$ cat src/rtl/delay_timer_ctrl_if.sv
// Serial-command / status bundle for the delay timer controller.
// The master drives the bit stream and acknowledge; the slave reports timer status.
interface delay_timer_ctrl_if;
  logic       data;
  logic       ack;
  logic [3:0] count;
  logic       counting;
  logic       done;

  modport master (output data, output ack, input count, input counting, input done);
  modport slave  (input data, input ack, output count, output counting, output done);
endinterface

$ cat src/rtl/delay_timer_ctrl.sv
// Detects 1101 on a serial stream, loads a 4-bit delay MSB first, then counts
// (delay+1)*TICKS cycles and holds done until acknowledged.
module delay_timer_ctrl #(
  parameter int TICKS = 1000
) (
  input logic               clk,
  input logic               reset,
  delay_timer_ctrl_if.slave bus
);

  localparam int TW = (TICKS > 2) ? $clog2(TICKS) : 1;
  localparam logic [TW-1:0] TICK_MAX = TW'(TICKS - 1);

  typedef enum logic [3:0] {
    SRCH, SRCH1, SRCH11, SRCH110,
    LOAD0, LOAD1, LOAD2, LOAD3,
    COUNT, WAIT
  } state_t;

  state_t          state;
  state_t          next_state;
  logic [3:0]      delay;
  logic [3:0]      remaining;
  logic [TW-1:0]   tick;
  logic            last_tick;

  assign last_tick = (tick == TICK_MAX);

  always_ff @(posedge clk) begin
    if (reset) state <= SRCH;
    else       state <= next_state;
  end

  // Unused encodings fall through to the default and recover to SRCH.
  always_comb begin
    next_state = SRCH;
    case (state)
      SRCH:    next_state = bus.data ? SRCH1   : SRCH;
      SRCH1:   next_state = bus.data ? SRCH11  : SRCH;
      SRCH11:  next_state = bus.data ? SRCH11  : SRCH110;
      SRCH110: next_state = bus.data ? LOAD0   : SRCH;
      LOAD0:   next_state = LOAD1;
      LOAD1:   next_state = LOAD2;
      LOAD2:   next_state = LOAD3;
      LOAD3:   next_state = COUNT;
      COUNT:   next_state = (last_tick && remaining == 4'd0) ? WAIT : COUNT;
      WAIT:    next_state = bus.ack ? SRCH : WAIT;
      default: next_state = SRCH;
    endcase
  end

  // The final LOAD bit goes straight into the countdown so COUNT starts with d.
  always_ff @(posedge clk) begin
    if (reset) begin
      delay     <= 4'd0;
      remaining <= 4'd0;
      tick      <= '0;
    end else begin
      case (state)
        LOAD0, LOAD1, LOAD2: begin
          delay <= {delay[2:0], bus.data};
          tick  <= '0;
        end
        LOAD3: begin
          delay     <= {delay[2:0], bus.data};
          remaining <= {delay[2:0], bus.data};
          tick      <= '0;
        end
        COUNT: begin
          if (last_tick) begin
            tick <= '0;
            if (remaining != 4'd0) remaining <= remaining - 4'd1;
          end else begin
            tick <= tick + 1'b1;
          end
        end
        default: tick <= '0;
      endcase
    end
  end

  always_comb begin
    bus.counting = (state == COUNT);
    bus.done     = (state == WAIT);
    bus.count    = (state == COUNT) ? remaining : 4'd0;
  end

endmodule

$ cat src/flat_wrapper.sv
// flat-port wrapper written by rule: the top's interface ports become plain ports
module delay_timer_ctrl_flat 
#(
  parameter int TICKS = 1000
)
  (clk, reset, bus_data, bus_ack, bus_count, bus_counting, bus_done);
  delay_timer_ctrl_if bus_i ();
  input logic clk;
  input logic reset;
  input wire logic [$bits(bus_i.data)-1:0] bus_data;
  input wire logic [$bits(bus_i.ack)-1:0] bus_ack;
  output wire logic [$bits(bus_i.count)-1:0] bus_count;
  output wire logic [$bits(bus_i.counting)-1:0] bus_counting;
  output wire logic [$bits(bus_i.done)-1:0] bus_done;
  assign bus_i.data = bus_data;
  assign bus_i.ack = bus_ack;
  assign bus_count = bus_i.count;
  assign bus_counting = bus_i.counting;
  assign bus_done = bus_i.done;
  delay_timer_ctrl #(.TICKS(TICKS)) u_core (.clk(clk), .reset(reset), .bus(bus_i));
endmodule
$ cat config.mk
export PLATFORM = sky130hd
export DESIGN_NAME = delay_timer_ctrl_flat
export DESIGN_NICKNAME = d
export VERILOG_FILES = /design/src/rtl/delay_timer_ctrl_if.sv /design/src/rtl/delay_timer_ctrl.sv /design/src/flat_wrapper.sv
export SDC_FILE = /design/constraint.sdc
export NUM_CORES = 1
export LEC_CHECK = 0
export ABC_CLOCK_PERIOD_IN_PS = 2100
export CAP_MARGIN = 30
export CORE_UTILIZATION = 55
export DETAILED_ROUTE_END_ITERATION = 8
export PLACE_DENSITY = 0.82
export SYNTH_ARGS = -nofsm -noshare
export SYNTH_HDL_FRONTEND = slang
export SYNTH_SLANG_ARGS = --single-unit
export TNS_END_PERCENT = 10
$ cat constraint.sdc
create_clock -name clk -period 2.1 [get_ports clk]
set_input_delay 0.21 -clock clk [delete_from_list [all_inputs] [get_ports clk]]
set_output_delay 0.21 -clock clk [all_outputs]
set_load 0.02 [all_outputs]
==> impl_metrics.py <==
metrics = {
    "timing": {
        "tns_ns": 0,
        "worst_tran_pin_value_ns": 0.477,
        "slew_headroom_pct": 68.2,
        "total_count_of_hold_check_failures_in_the_final_report": 0,
        "timing.final.crit_period_ns": 1.97,
        "fin_worst_skew_ns": 0.00703,
        "setup_viol": 0,
        "timing.final.crit_share_pct": 93.6,
        "setup_repair_after_global_routing_missed_its_margin": "no",
        "finalMaxSlewViolations": 0,
        "clock.fmax_ghz": 0.509,
    },
    "global_routing": {
        "grt-ovfl-total": 0,
        "grt_first_pass_wirelength_um": 3160,
        "antenna_found_initial": 0,
        "grt_max_degree": 13,
        "global_route.usage.total_pct": 20.3,
        "first_global_vias": 778,
    },
    "layout": {
        "fill_cells": 184,
        "leading_cell_type_in_the_layout_fill_and_taps_excluded": "dfxtp_1",
        "antennaDiodeCount": 0,
        "layout.cells.most_common_list": "dfxtp_1, nor2_1, nand2_1, nor2_2",
        "finish.net_count": 145,
        "syn_to_final_growth_pct": 12.1,
        "drive_above_1_share_pct": 19.7,
    },
    "outcome": {
        "outcome": "complete, no violations",
    },
    "synth": {
        "share_of_async_settable_or_async_resettable_flops_after_synthesis_pct": 0,
        "synthTopCellsByArea": "dfxtp_1, xnor2_1, nor2_2",
        "syn-instance-count": 127,
        "seq_area_frac_synth_pct": 37.3,
        "syn_avg_cell_area_um2": 8.88,
        "synth.top_cell.area_share_pct": 37.3,
        "postSynthNetCount": 134,
        "post-synth-top-area-cell": "dfxtp_1",
        "syn-cell-area_um2": 1130,
        "synthFlopType": "dfxtp_1",
        "synth_edf_count": 0,
        "yosysUniqueCellTypes": 40,
        "synth_seq_cells": 21,
        "synth.yosys.warnings": 0,
    },
    "clock_network": {
        "h-tree-depth": 1,
        "cts_sinks": 21,
        "cts_tree": "done",
        "cts_resized": 0,
        "ctsLongestPathBuffers": 2,
        "cts_hold_buffers": 0,
        "worst_skew_pair.late_latency_ns": 0.31,
        "clk_pin_slew_worst_paths_ns": 0.11,
        "clock-root-buffer": "clkbuf_4",
        "cts_inserted_buffers": 3,
        "cts_post_setup_buffers_inserted": 0,
    },
    "min_path": {
        "holdCritPathClass": "flip-flop to flip-flop",
    },
    "detailed_routing": {
        "drt_drc_violations_left": 0,
        "wl_per_cell_um": 11.8,
        "route.antenna.remaining_nets": 0,
        "vias": 877,
        "drt_iter0_drc": 5,
        "first_pass_iters": 4,
        "routed_wl_um": 1940,
        "via_per_inst": 5.35,
    },
    "setup_path": {
        "worst_path_required_ns": 1.89,
        "crit_path_top_delay_cell": "clkdlybuf4s50_1",
        "path_buf_inv": 1,
        "slowest_delay_ns": 0.61,
        "kind_of_capture_point_of_the_worst_setup_path": "output port",
        "r2r_slack_ns": 0.45,
        "critical-path-top-delay-family": "buffers and inverters",
        "path_class": "flip-flop to output port",
        "worst_ep_arrival_time_ns": 1.76,
        "worstPathMaxFanout": 7,
        "critical_path.cell_chain": "nor2_4, nand3b_4, nor2_1, clkdlybuf4s50_1",
        "crit_path_start_kind": "flip-flop",
    },
    "die": {
        "coreArea_um2": 1940,
        "placementRows": 16,
        "dieHeight_um": 47.3,
        "fp.dieArea_um2": 2230,
        "initial_utilization_pct": 58.1,
        "die_width_um": 47.3,
        "floorplan.io_pins": 10,
    },
    "pwr": {
        "power.share.clock_pct": 30.5,
        "switching_power_uw": 142,
        "leakage_uw": 0.000429,
        "switching_share_pct": 22.4,
        "comb_power_share_pct": 5.4,
        "p_seq_share_pct": 64.1,
        "ir_worst_vdd_uv": 347,
        "cell_internal_pwr_uw": 490,
        "total_power_uw": 632,
        "powerDensity_nw_per_um2": 500,
    },
    "job": {
        "cap_viol_max_count": 0,
    },
    "placed_design": {
        "place.gp.congestion": 0.835,
        "numPortBuffers": 9,
        "dp_hpwl_um": 1510,
    },
}
## power groups by stage
stage	combinational [uW]	clock, uW	sequential, uW
after floorplan	21.5	0	413
after global placement	33.5	0	414
after detailed placement	34.1	0	414
after CTS	34.2	199	405
after global routing	38.2	220	405
final	34.0	193	405
## Yosys cell counts, types with 2 or more instances
| cell type | count |
|---|---|
| a21oi_1 | 6 |
| a31oi_1 | 2 |
| and2_1 | 3 |
| and3_1 | 3 |
| buf_2 | 2 |
| buf_6 | 2 |
| dfxtp_1 | 21 |
| ha_1 | 3 |
| inv_1 | 5 |
| mux2i_1 | 3 |
| nand2_1 | 9 |
| nand3_1 | 6 |
| nor2_1 | 11 |
| nor2_2 | 9 |
| nor2b_1 | 2 |
| nor3_1 | 4 |
| nor3b_1 | 3 |
| o21ai_0 | 3 |
| xnor2_1 | 7 |
| xor2_1 | 3 |
## path summary, 6_finish.rpt
kind | from | end | cells past startpoint
max | u_core.state[1] | bus_count[0] | 4
min | u_core.tick[0] | u_core.tick[0] | 1
max reg2reg | u_core.remaining[0] | u_core.remaining[3] | 7
min reg2reg | u_core.tick[0] | u_core.tick[0] | 1
## state kept, by name, summed over array words and instances (netlist names)
register          count
u_core.tick          10
u_core.remaining      4
u_core.delay          3
u_core.state          4
## cells by family after synthesis
group,share of synthesized area (%)
adder cells (fa/ha/maj),3.33
flip-flops,37.3
XOR/XNOR,7.77
AO/OA/AOI/OAI,8.77
multiplexers,2.66
buffers and inverters,5.66
AND/OR/NAND/NOR,34.5
## per-stage QoR
stage	instances	setup WS (ns)	hold slack (ns)	utilization, %	instance area [um^2]
global placement	160	0.423	0.432	63.3	1230
detailed placement	160	0.373	0.440	63.3	1230
finish	164	0.134	0.459	65.1	1260
CTS	164	0.0268	0.464	64.8	1260
global route	164	0.00957	0.488	65.1	1260
floorplan	127	0.647	0.357	-	1130
## routing by layer
metal,share of wire [%],up-vias,global-route usage [%]
met3,3.6,4,4.23
met5,0,-,0
met2,50,16,34.0
met1,45,401,24.5
met4,1.3,0,10.3
li1,-,456,-
## cell type report
type	instances	area [um^2]	share of cell area, %
clock buffers	3	22.5	1.78
clock inverters	1	5.00	0.396
inverters	6	27.5	2.18
multi-input cells	95	643	50.9
flip-flops and latches	21	422	33.4
well taps	27	33.8	2.67
repair buffers	11	110	8.71
## worst register-to-register path: cells and delay by family (launching register included)
kind | cells | cell delay [ns]
AO/OA/AOI/OAI | 1 | 0.14
AND/OR/NAND/NOR | 3 | 0.62
flip-flops | 1 | 0.37
adder cells (fa/ha/maj) | 1 | 0.20
XOR/XNOR | 1 | 0.16
buffers and inverters | 1 | 0.10
Power figures use the tool's default switching activity.
